[config.mk]
export PLATFORM = sky130hd
export DESIGN_NAME = i2s_frame_scheduler_flat
export DESIGN_NICKNAME = d
export VERILOG_FILES = /design/src/rtl/audio_pkg.sv /design/src/rtl/i2s_frame_scheduler_if.sv /design/src/rtl/i2s_serializer.sv /design/src/rtl/i2s_frame_scheduler.sv /design/src/flat_wrapper.sv
export SDC_FILE = /design/constraint.sdc
export NUM_CORES = 1
export LEC_CHECK = 0
export BUFFER_PORTS_ARGS = -buffer_cell sky130_fd_sc_hd__buf_2
export CAP_MARGIN = 20
export CORE_UTILIZATION = 30
export DETAILED_ROUTE_END_ITERATION = 12
export HOLD_SLACK_MARGIN = 0.05
export REMOVE_ABC_BUFFERS = 1
export SLEW_MARGIN = 10
export SYNTH_ARGS = -nofsm -noshare
export SYNTH_HDL_FRONTEND = slang
export SYNTH_SLANG_ARGS = --single-unit
[constraint.sdc]
create_clock -name serial_clk -period 6.63 [get_ports serial_clk]
set_input_delay 0.3315 -clock serial_clk [delete_from_list [all_inputs] [get_ports serial_clk]]
set_output_delay 0.3315 -clock serial_clk [all_outputs]
set_load 0.005 [all_outputs]
[src/rtl/audio_pkg.sv]
// audio_pkg: shared FSM state, stereo sample type and default widths for the I2S scheduler
package audio_pkg;

    localparam int DATA_W_DEF = 16;
    localparam int SLOT_W_DEF = 17;

    typedef enum logic {IDLE, RUN} state_t;

    typedef struct packed {
        logic [DATA_W_DEF-1:0] left;
        logic [DATA_W_DEF-1:0] right;
    } stereo_t;

endpackage

[src/rtl/i2s_frame_scheduler_if.sv]
// i2s_frame_scheduler_if: source handshakes, control and codec-side outputs of the scheduler
interface i2s_frame_scheduler_if #(
    parameter int DATA_W = audio_pkg::DATA_W_DEF
);

    logic              enable;
    logic              src_sel;
    logic              s0_valid;
    logic              s1_valid;
    logic [DATA_W-1:0] s0_left;
    logic [DATA_W-1:0] s0_right;
    logic [DATA_W-1:0] s1_left;
    logic [DATA_W-1:0] s1_right;
    logic              s0_ready;
    logic              s1_ready;
    logic              word_select;
    logic              sound_bit_out;
    logic              frame_start;
    logic              underrun;
    logic              active_src;

    modport master (
        output enable, src_sel, s0_valid, s1_valid, s0_left, s0_right, s1_left, s1_right,
        input  s0_ready, s1_ready, word_select, sound_bit_out, frame_start, underrun, active_src
    );

    modport slave (
        input  enable, src_sel, s0_valid, s1_valid, s0_left, s0_right, s1_left, s1_right,
        output s0_ready, s1_ready, word_select, sound_bit_out, frame_start, underrun, active_src
    );

endinterface

[src/rtl/i2s_serializer.sv]
// i2s_serializer: frame register and position-to-pin mapping, registered from next-state
module i2s_serializer
    import audio_pkg::*;
#(
    parameter int DATA_W = DATA_W_DEF,
    parameter int SLOT_W = SLOT_W_DEF,
    parameter int PW     = 6
) (
    input  logic          clk,
    input  logic          rst,
    input  logic          load_i,
    input  logic          run_i,
    input  logic [PW-1:0] p_i,
    input  stereo_t       pair_i,
    output logic          word_select_o,
    output logic          sound_bit_o
);

    localparam int IW = $clog2(DATA_W);

    stereo_t       frame_q, frame_d;
    logic          ws_q, ws_d, bit_q, bit_d;
    logic [IW-1:0] li, ri;
    int            pos;

    // pick the bit for the position the next cycle will hold, from the frame it will hold
    always_comb begin
        frame_d = load_i ? pair_i : frame_q;
        pos     = int'(p_i);
        li      = IW'(DATA_W - 1 - pos);
        ri      = IW'(SLOT_W + DATA_W - 1 - pos);
        ws_d    = run_i && (pos >= SLOT_W);
        bit_d   = !run_i                                 ? 1'b0 :
                  (pos < DATA_W)                         ? frame_d.left[li] :
                  (pos >= SLOT_W && pos < SLOT_W+DATA_W) ? frame_d.right[ri] : 1'b0;
    end

    // frame register and output pins
    always_ff @(posedge clk) begin
        if (rst) begin
            frame_q <= '0;
            ws_q    <= 1'b0;
            bit_q   <= 1'b0;
        end else begin
            frame_q <= frame_d;
            ws_q    <= ws_d;
            bit_q   <= bit_d;
        end
    end

    assign word_select_o = ws_q;
    assign sound_bit_o   = bit_q;

endmodule

[src/rtl/i2s_frame_scheduler.sv]
// i2s_frame_scheduler: frame sequencing, two-source arbitration and holding register for I2S TX
module i2s_frame_scheduler
    import audio_pkg::*;
#(
    parameter int DATA_W = DATA_W_DEF,
    parameter int SLOT_W = SLOT_W_DEF
) (
    input  logic                    serial_clk,
    input  logic                    reset,
    i2s_frame_scheduler_if.slave    bus
);

    localparam int            FRAME = 2 * SLOT_W;
    localparam int            PW    = $clog2(FRAME);
    localparam logic [PW-1:0] LAST  = PW'(FRAME - 1);

    state_t        state_q, state_d;
    logic [PW-1:0] p_q, p_d;
    logic          hold_full_q, hold_full_d;
    stereo_t       hold_q, hold_d, next_pair;
    logic          active_src_q, active_src_d;
    logic          frame_start_q, underrun_q;
    logic          last, load, grant, acc0, acc1;

    // state and position register
    always_ff @(posedge serial_clk) begin
        if (reset) begin
            state_q <= IDLE;
            p_q     <= '0;
        end else begin
            state_q <= state_d;
            p_q     <= p_d;
        end
    end

    // next state: enable is only looked at in IDLE or on the last position, so frames always complete
    always_comb begin
        last    = (state_q == RUN) && (p_q == LAST);
        load    = bus.enable && ((state_q == IDLE) || last);
        state_d = (state_q == IDLE) ? (bus.enable ? RUN : IDLE) : ((last && !bus.enable) ? IDLE : RUN);
        p_d     = (state_d == RUN && !load) ? p_q + 1'b1 : '0;
    end

    // arbitration: the new grant applies from the load cycle itself, so a switch never admits the old source again
    always_comb begin
        grant        = load ? bus.src_sel : active_src_q;
        bus.s0_ready = !reset && !grant && (!hold_full_q || load);
        bus.s1_ready = !reset &&  grant && (!hold_full_q || load);
        acc0         = bus.s0_valid && bus.s0_ready;
        acc1         = bus.s1_valid && bus.s1_ready;
        hold_full_d  = acc0 || acc1 || (hold_full_q && !load);
        hold_d       = acc1 ? '{left: bus.s1_left, right: bus.s1_right} :
                       acc0 ? '{left: bus.s0_left, right: bus.s0_right} : hold_q;
        active_src_d = grant;
        next_pair    = hold_full_q ? hold_q : '0;
    end

    // holding register, grant and frame-boundary pulses
    always_ff @(posedge serial_clk) begin
        if (reset) begin
            hold_full_q   <= 1'b0;
            hold_q        <= '0;
            active_src_q  <= 1'b0;
            frame_start_q <= 1'b0;
            underrun_q    <= 1'b0;
        end else begin
            hold_full_q   <= hold_full_d;
            hold_q        <= hold_d;
            active_src_q  <= active_src_d;
            frame_start_q <= load;
            underrun_q    <= load && !hold_full_q;
        end
    end

    i2s_serializer #(
        .DATA_W (DATA_W),
        .SLOT_W (SLOT_W),
        .PW     (PW)
    ) u_ser (
        .clk           (serial_clk),
        .rst           (reset),
        .load_i        (load),
        .run_i         (state_d == RUN),
        .p_i           (p_d),
        .pair_i        (next_pair),
        .word_select_o (bus.word_select),
        .sound_bit_o   (bus.sound_bit_out)
    );

    assign bus.frame_start = frame_start_q;
    assign bus.underrun    = underrun_q;
    assign bus.active_src  = active_src_q;

endmodule

[src/flat_wrapper.sv]
// flat-port wrapper written by rule: the top's interface ports become plain ports
module i2s_frame_scheduler_flat import audio_pkg::*;
#(
    parameter int DATA_W = DATA_W_DEF,
    parameter int SLOT_W = SLOT_W_DEF
)
  (serial_clk, reset, bus_enable, bus_src_sel, bus_s0_valid, bus_s1_valid, bus_s0_left, bus_s0_right, bus_s1_left, bus_s1_right, bus_s0_ready, bus_s1_ready, bus_word_select, bus_sound_bit_out, bus_frame_start, bus_underrun, bus_active_src);
  i2s_frame_scheduler_if #(.DATA_W(DATA_W)) bus_i ();
  input  logic serial_clk;
  input  logic reset;
  input wire logic [$bits(bus_i.enable)-1:0] bus_enable;
  input wire logic [$bits(bus_i.src_sel)-1:0] bus_src_sel;
  input wire logic [$bits(bus_i.s0_valid)-1:0] bus_s0_valid;
  input wire logic [$bits(bus_i.s1_valid)-1:0] bus_s1_valid;
  input wire logic [$bits(bus_i.s0_left)-1:0] bus_s0_left;
  input wire logic [$bits(bus_i.s0_right)-1:0] bus_s0_right;
  input wire logic [$bits(bus_i.s1_left)-1:0] bus_s1_left;
  input wire logic [$bits(bus_i.s1_right)-1:0] bus_s1_right;
  output wire logic [$bits(bus_i.s0_ready)-1:0] bus_s0_ready;
  output wire logic [$bits(bus_i.s1_ready)-1:0] bus_s1_ready;
  output wire logic [$bits(bus_i.word_select)-1:0] bus_word_select;
  output wire logic [$bits(bus_i.sound_bit_out)-1:0] bus_sound_bit_out;
  output wire logic [$bits(bus_i.frame_start)-1:0] bus_frame_start;
  output wire logic [$bits(bus_i.underrun)-1:0] bus_underrun;
  output wire logic [$bits(bus_i.active_src)-1:0] bus_active_src;
  assign bus_i.enable = bus_enable;
  assign bus_i.src_sel = bus_src_sel;
  assign bus_i.s0_valid = bus_s0_valid;
  assign bus_i.s1_valid = bus_s1_valid;
  assign bus_i.s0_left = bus_s0_left;
  assign bus_i.s0_right = bus_s0_right;
  assign bus_i.s1_left = bus_s1_left;
  assign bus_i.s1_right = bus_s1_right;
  assign bus_s0_ready = bus_i.s0_ready;
  assign bus_s1_ready = bus_i.s1_ready;
  assign bus_word_select = bus_i.word_select;
  assign bus_sound_bit_out = bus_i.sound_bit_out;
  assign bus_frame_start = bus_i.frame_start;
  assign bus_underrun = bus_i.underrun;
  assign bus_active_src = bus_i.active_src;
  i2s_frame_scheduler #(.DATA_W(DATA_W), .SLOT_W(SLOT_W)) u_core (.serial_clk(serial_clk), .reset(reset), .bus(bus_i));
endmodule
After elaboration in Yosys (flattened, before gate mapping). Index checks and enable logic that the tools add are counted.

Word-level logic and storage cells: 63. RAM bits: 0. Memories: 0. Bits of input ports: 70. Memory bits (read-only): 0. Output and inout bits: 7. Latch bits: 0. Flip-flop bits (word level): 77.

Multiply operators: 0. $add $sub $neg: 3. Multiplexer cells: 15. Order comparisons: 5. Equality and inequality tests: 1. Reduce and logical (&&, ||, !) cells: 25. Div/mod/pow operators: 0. Shift operators: 0. Bitwise operators: 2.

Operator list (count): 32-bit two-way mux (4); 1-bit logical AND (14); 4-bit by 5-bit < comparator with 1-bit output, second input constant (2); 1-bit binary-select mux with 4-bit select (2); 1-bit two-way mux (8); 6-bit by 1-bit adder with 6-bit output, second input constant (1); 6-bit equality test, second input constant (1); 6-bit by 5-bit >= comparator with 1-bit output, second input constant (1); 6-bit by 5-bit < comparator with 1-bit output, second input constant (1); 6-bit < comparator, second input constant (1); 6-bit two-way mux (1); 1-bit zero test (5); 1-bit logical OR (4); 1-bit by 4-bit subtractor with 4-bit output, first input constant (1); 4-bit subtractor, first input constant (1); 1-bit inverter (2); 2-bit nonzero test (1); 2-bit OR reduction (1).

Longest topological paths before layout. Gate-level depths: netlist of the first run.

Depth in word-level cells: 12. Gate-level depth with buffers: 11. Gate-level depth less buffers: 11.

By module. From an unflattened synthesis of the first run, not the netlist that was laid out.

Cells, all modules: 433. Area total of the unflattened synthesis: 4345.4 sq um.

By module, submodules not included: i2s_frame_scheduler (cells an instance 281, area each 2526.2 sq um, seq. area each 860.8 sq um, times used 1); i2s_serializer (cells an instance 152, area each 1819.2 sq um, seq. area each 680.7 sq um, times used 1).

Worst setup path after synthesis of the first run. OpenSTA, ideal clock, no wires.

Path type: reg2reg. Start point: register u_core.p_q[1]. End point: register u_core.u_ser.bit_q (netlist: u_core.u_ser.sound_bit_o). Slack: 3.961 ns. Required time: 6.511 ns. Library setup time: 0.119 ns. Path buffers: 0. Cell stages (with the launch flop): 11. Period minus slack after synthesis: 2.669 ns. Arrival: 2.550 ns. Cell sequence: dfxtp_1 > inv_1 > ha_1 > and3b_1 > a21boi_1 > nand2b_1 > ha_1 > mux4_2 > o22ai_1 > a21oi_1 > o2bb2ai_1.

Longest elaborated chain between the ends: 12. Elaborated cells between the ends (all ways): 26. Those cells by class: add/sub (3); order compare (3); eq/ne (1); mux (10); bitwise (1); reduce/logical (8).

RTL lines: start, declared (line i2s_frame_scheduler.sv:18) `logic [PW-1:0] p_q, p_d;`; start signal, assigned (line i2s_frame_scheduler.sv:32) `p_q <= p_d;`; 6-bit equality test (line i2s_frame_scheduler.sv:38) `last = (state_q == RUN) && (p_q == LAST);`; 1-bit logical AND (line i2s_frame_scheduler.sv:38); 1-bit logical AND / 1-bit logical OR (equally long branches) (line i2s_frame_scheduler.sv:40, i2s_frame_scheduler.sv:39); 1-bit two-way mux / 1-bit logical AND (equally long branches) (line i2s_frame_scheduler.sv:40, i2s_frame_scheduler.sv:39); 1-bit two-way mux / 1-bit zero test (equally long branches) (line i2s_frame_scheduler.sv:40, i2s_frame_scheduler.sv:41); 1-bit logical AND (line i2s_frame_scheduler.sv:41) `p_d = (state_d == RUN && !load) ? p_q + 1'b1 : '0;`; 6-bit two-way mux (line i2s_frame_scheduler.sv:41); 1-bit by 4-bit subtractor with 4-bit output (line i2s_serializer.sv:31) `ri = IW'(SLOT_W + DATA_W - 1 - pos);`; 1-bit binary-select mux with 4-bit select (line i2s_serializer.sv:35) `(pos >= SLOT_W && pos < SLOT_W+DATA_W) ? frame_d.right[ri] : 1'b0;`; 1-bit two-way mux (implied by the code) (line i2s_serializer.sv:35); 1-bit two-way mux (line i2s_serializer.sv:35); 1-bit two-way mux (line i2s_serializer.sv:34) `(pos < DATA_W) ? frame_d.left[li] :`; end signal, assigned (line i2s_serializer.sv:47) `bit_q <= bit_d;`; end, declared (line i2s_serializer.sv:22) `logic ws_q, ws_d, bit_q, bit_d;`.

Several ways; a longest one is shown, not always the timed one. The select of a mux whose other input is x is not followed. A chain may end at the register's enable or synchronous reset.

Final worst setup path of the first run.
Start point: register u_core.p_q[0]. End point: register u_core.u_ser.bit_q (netlist: u_core.u_ser.sound_bit_o).

Same word-level chain as after synthesis.

==> results of run 1 <==
## flip-flops by register name, summed over array words and instances, names as in the netlist
register and count:
u_core.bus.active_src 1, u_core.bus.frame_start 1, u_core.bus.underrun 1, u_core.hold_full_q 1, u_core.hold_q 32, u_core.p_q 6, u_core.state_q 1, u_core.u_ser.frame_q 32
u_core.u_ser.sound_bit_o 1, u_core.u_ser.word_select_o 1
## metal layers
metal / vias up / track usage [%]
met2: 63 / 24.4
met5: - / 0
li1: 1551 / -
met4: 0 / 5.31
met3: 9 / 3.17
met1: 1432 / 20.3
## through the flow
step | hold slack, ns | total power, mW | worst slack, ns
floorplan | 0.401 | 0.573 | 3.61
global placement | 0.439 | 0.626 | 3.24
detailed placement | 0.446 | 0.629 | 3.06
CTS | 0.218 | 1.16 | 3.05
global route | 0.230 | 1.20 | 2.99
finish | 0.225 | 1.15 | 3.32
## synthesized netlist by cell type, drive strengths merged (3+ instances only)
master	n
o22ai	7
buf	16
inv	40
o21ai	11
a22oi	7
mux2i	6
nand2	42
a31oi	4
a222oi	32
ha	4
xnor2	4
nand3	27
nor2	22
nor2b	6
nor3	6
mux4	4
clkbuf	13
dfxtp	77
a21oi	29
and2	3
nand2b	3
## how the worst min path moves through the flow
stage                               end  slack, ns  cells after the start
6_report               u_core.hold_q[3]       0.23                      3
5_1_grt               u_core.hold_q[11]       0.23                      3
4_1_cts                u_core.hold_q[2]       0.22                      3
3_5_place_dp   u_core.u_ser.frame_q[13]       0.45                      2
3_3_place_gp   u_core.u_ser.frame_q[27]       0.44                      2
2_1_floorplan     u_core.bus.active_src       0.40                      1
## worst max-delay path, stage by stage, from the launching register on
cell	delay (ns)
dfxtp_1	0.48
ha_1	0.30
and3b_1	0.23
a21boi_1	0.47
nand2b_1	0.22
ha_1	0.49
mux4_2	0.56
a221oi_1	0.30
o2bb2ai_1	0.17
## power by group through the flow
| stage | combinational [mW] | clock, mW | sequential (mW) |
|---|---|---|---|
| after detailed placement | 0.117 | 0 | 0.513 |
| after global placement | 0.113 | 0 | 0.512 |
| final | 0.119 | 0.528 | 0.503 |
| after floorplan | 0.0630 | 0 | 0.510 |
| after CTS | 0.117 | 0.537 | 0.503 |
| after global routing | 0.135 | 0.558 | 0.505 |
## area by class of cell
cell class,count,area (µm²),area share (%)
clock buffers,12,256,6.01
clock inverters,4,70.1,1.64
inverters,41,154,3.61
multi-input cells,243,1600,37.6
flip-flops and latches,77,1540,36.1
well taps,140,175,4.11
repair buffers,82,465,10.9
## cell families (layout without fill, tap and decap cells)
| family | count (synthesis) | after routing |
|---|---|---|
| mux | 10 | 10 |
| simple gates | 118 | 118 |
| fa+ha+maj | 4 | 4 |
| compound gates | 106 | 106 |
| flops | 77 | 77 |
| buf+inv | 70 | 139 |
| xor+xnor | 5 | 5 |
==> results.yml, run 1 <==
detailed_routing:
  num_vias: 3055
  drtIter0Drc: 225
  remaining_drc_errors: 0
  wl_per_cell_um: 14.1
  wl_met1_um: 4180
  routed-wl-met2_um: 3860
  routed.top_layer: "met4"
  first_pass_iters: 7
  ant_nets: 0
  wl_met3_um: 316
  via_per_inst: 5.10
  wl_um: 8460
logic_synthesis:
  ys_warn_count: 0
  ys_seq_elements: 77
  synth_top_area_share_pct: 44.8
  synth_xor_area_share_pct: 1.27
  yosysTopAreaCell: "dfxtp_1"
  synthMuxAreaShare_pct: 4.36
  synthSimpleGateAreaFrac_pct: 16.1
  seq_area_frac_synth_pct: 44.8
  synth_compound_area_share_pct: 23.3
  syn_area_um2: 3440
  synthAdderAreaFrac_pct: 1.45
  async_flop_share_pct: 0
  synth_top_family_by_area: "compound AO/OA/AOI/OAI gates"
  synth.area.top_cells: "dfxtp_1, a222oi_1, nand2_1"
  ys.flop_type: "dfxtp_1"
  synth_cell_type_count: 51
  syn_area_per_cell_um2: 8.82
  synth_edf_count: 0
  synthCells: 390
finish:
  layout_common_cells: "dfxtp_1, buf_2, nand2_1"
  utilization_pct: 38.8
  final_cell_area_um2: 4270
  nFillCells: 1108
  layout_commonest_cell: "dfxtp_1"
  stdcell_count: 599
  drive_above_1_share_pct: 23.1
  nets: 528
  area_growth_syn_to_layout_pct: 24.0
  n_antenna_cell: 0
clock_tree:
  cts_buffers: 9
  hold_buffers: 0
  postCtsSetupBuffers: 0
  htreeDepth: 3
  clock_path_buffers: 2
  clock-root-buffer: "clkbuf_16"
  cts.clk_slew.worst_paths_ns: 0.06
  cts.sinks: 77
  clk_latency_ns: 0.33
  post_cts_resized: 0
  cts_tree: "done"
worst_setup_path:
  r2r_end: "u_core.u_ser.sound_bit_o"
  worstPathArrival_ns: 3.56
  cp.required_ns: 6.87
  crit_start: "u_core.p_q[0]"
  crit_fanout: 16
  reg2regPathDepth: 8
  ff2ff_setup_slack_ns: 3.32
  worstSetupEndpointType: "flip-flop"
  r2r-start: "u_core.p_q[0]"
  cp-start-kind: "flip-flop"
  critPathCapture: "u_core.u_ser.sound_bit_o"
  critPathKind: "reg2reg"
timing:
  period_needed_ns: 3.31
  tns_ns: 0
  setup_viol: 0
  period_share_pct: 50.0
  slew_headroom_pct: 51.7
  tightest_slew_ns: 0.722
  drv_slew: 0
  skew_ns: 0.00676
  rsz0062_at_grt: "no"
  hold_violations: 0
  fmax_mhz: 302
floorplan:
  rows: 38
  dieArea_um2: 11900
  die_height_um: 109
  pin_count: 77
  start_util_pct: 31.3
  fp.dieW_um: 109
  fp.coreArea_um2: 11000
power:
  pwr-share-clk_pct: 45.9
  pwr-share-seq_pct: 43.8
  p_leak_nw: 1.84
  p_int_mw: 0.887
  vdd_ir_drop_max_mv: 0.113
  power.share.switching_pct: 22.8
  p_per_area_nw_per_um2: 269
  power_frac_comb_pct: 10.3
  switchingPower_mw: 0.262
place:
  place_congestion: 0.785
  place_area_um2: 3880
  dp_hpwl_um: 5910
  dp_cells: 581
  io_buffers: 76
worst_hold_path:
  hp-start: "bus_s0_right[3]"
  hold_class: "in2reg"
global_route:
  grt_max_degree: 48
  grt_pass1_vias: 2973
  grt_usage_pct: 15.3
  grt_overflow: 0
  antenna_found_initial: 0
  grt_first_pass_wirelength_um: 14200
run_status:
  status: "completed"
job:
  drv_cap: 0
(Power assumes the default switching activity.)
==> inputs of run 2 (changes only) <==
==> constraint.sdc (replaced) <==
create_clock -name serial_clk -period 3.1 [get_ports serial_clk]
set_input_delay 0.155 -clock serial_clk [delete_from_list [all_inputs] [get_ports serial_clk]]
set_output_delay 0.155 -clock serial_clk [all_outputs]
set_load 0.005 [all_outputs]
==> results.yml, run 2 (synthesis gave the netlist of run 1 again) <==
worst_setup_path:
  cp_cell_sequence: "inv_1 > ha_1 > and3b_1 > a21boi_1 > nand2b_1 > ha_1 > mux4_2 > a221oi_1 > o2bb2ai_1"
  reg2regPathDepth: 9
  worstSetupEndpointType: "flip-flop"
  cp.depth: 9
  crit_family: "adder cells"
  worstPathArrival_ns: 3.06
  path_buf_inv: 1
  critPathKind: "reg2reg"
  crit_path_frequent_cell: "ha_1"
  crit_slowest_cell: "mux4_2"
  crit_fanout: 4
  r2r-start: "u_core.p_q[1]"
  slowest_delay_ns: 0.55
  r2r_end: "u_core.u_ser.sound_bit_o"
  cp.required_ns: 3.35
  cp-start-kind: "flip-flop"
  ff2ff_setup_slack_ns: 0.29
finish:
  multi_input_area_um2: 1600
  nets: 586
  seq_area_um2: 1540
  area_growth_syn_to_layout_pct: 39.6
  layout_commonest_cell: "dfxtp_1"
  drive_above_1_share_pct: 21.7
  top_regs: "u_core.hold_q: 32 flops, u_core.u_ser.frame_q: 32 flops, u_core.p_q: 6 flops"
  layout_common_cells: "dfxtp_1, buf_2, dlygate4sd3_1"
  n_antenna_cell: 0
  utilization_pct: 43.7
  nFillCells: 1042
detailed_routing:
  via_per_inst: 5.10
  drtIter0Drc: 333
  wl_per_cell_um: 14.5
  num_vias: 3352
  remaining_drc_errors: 0
  wl_um: 9550
  ant_nets: 0
  first_pass_iters: 6
place:
  io_buffers: 76
  dp_hpwl_um: 6230
  pre_cts_ws_ns: 0.314
  place_congestion: 0.832
worst_hold_path:
  hold_path_depth: 3
  hold_class: "in2reg"
  hp-start: "bus_s0_left[9]"
  min_to: "u_core.hold_q[25]"
floorplan:
  fp.dieW_um: 109
  start_util_pct: 31.3
  fp.coreArea_um2: 11000
  die_height_um: 109
  dieArea_um2: 11900
  pin_count: 77
  rows: 38
global_route:
  grt_first_pass_wirelength_um: 15400
  met2_usage_pct: 28.5
  grt_max_degree: 47
  grt_usage_pct: 16.9
  antenna_found_initial: 0
  grt_pass1_vias: 3255
  top_usage_layer: "met2"
  grt_overflow: 0
  grtUsageMet1_pct: 21.0
  grt.met3_usage_pct: 3.05
timing:
  slew_headroom_pct: 56.2
  rsz0062_at_grt: "no"
  drv_slew: 0
  tightest_slew_ns: 0.652
  worst_slack_ns: 0.291
  hold_violations: 0
  period_needed_ns: 2.81
  fmax_mhz: 356
  tns_ns: 0
  period_share_pct: 90.6
  setup_viol: 0
  skew_ns: 0.00613
clock_tree:
  cts.sinks: 77
  clock-root-buffer: "clkbuf_16"
  htreeDepth: 3
  cts.clk_slew.worst_paths_ns: 0.05
  post_cts_resized: 0
  clock_path_buffers: 2
  cts_buffers: 9
  clk_latency_ns: 0.33
  cts_tree: "done"
job:
  drv_cap: 0
power:
  p_per_area_nw_per_um2: 517
  vdd_ir_drop_max_mv: 0.252
  p_leak_nw: 2.07
run_status:
  status: "completed"
[run 2: cell types whose count changed in the layout (fill, tap and decap cells not counted)]
cell           change
buf_12             +1
buf_16             -1
buf_4              +7
clkbuf_1           +1
clkbuf_8           -2
clkinv_2           +1
dlygate4sd3_1     +51
[run 2: tightest hold or removal path, delay by kind of cell]
family	cells	cell delay (ns)
AO/OA/AOI/OAI	1	0.08
buffers and inverters	2	0.13
[run 2: area by class of cell]
cell class	instances	share of cell area, %
Multi-Input combinational cell	243	33.4
Sequential cell	77	32.1
Timing Repair Buffer	140	21.3
Clock buffer	11	4.85
Tap cell	140	3.65
Inverter	41	3.20
Clock inverter	5	1.56
[run 2: where the power goes]
| group | total (mW) | switching [mW] | internal [mW] |
|---|---|---|---|
| combinational | 0.321 | 0.160 | 0.161 |
| sequential | 1.07 | 0.0349 | 1.04 |
| clock | 1.09 | 0.387 | 0.701 |
[run 2: worst max path at each step]
stage / start / endpoint
floorplan: u_core.p_q[0] / u_core.hold_q[0]
global placement: u_core.p_q[1] / u_core.u_ser.sound_bit_o
detailed placement: u_core.p_q[1] / u_core.u_ser.sound_bit_o
CTS: u_core.p_q[1] / u_core.u_ser.sound_bit_o
global route: u_core.p_q[1] / u_core.u_ser.sound_bit_o
finish: u_core.p_q[1] / u_core.u_ser.sound_bit_o
[run 2: routing by layer]
metal	part of all wire, %	up-vias
met2	48	91
met3	4.3	12
li1	-	1664
met1	46	1585
met4	1.7	0
met5	0	-
[run 2: stage by stage]
step,total power [mW],hold WS (ns),instance area (µm²),instances
2_1_floorplan,1.23,0.224,3300,361
3_3_place_gp,1.35,0.378,3960,589
3_5_place_dp,1.36,0.383,3960,589
4_1_cts,2.50,0.0501,4770,656
5_1_grt,2.59,0.0510,4800,657
6_report,2.48,0.0577,4800,657
[run 2: what timing repair did]
action                                 in CTS  in global routing
buffers inserted                            0                  0
endpoints found under the hold margin      28                  0
hold buffers                               51                  0
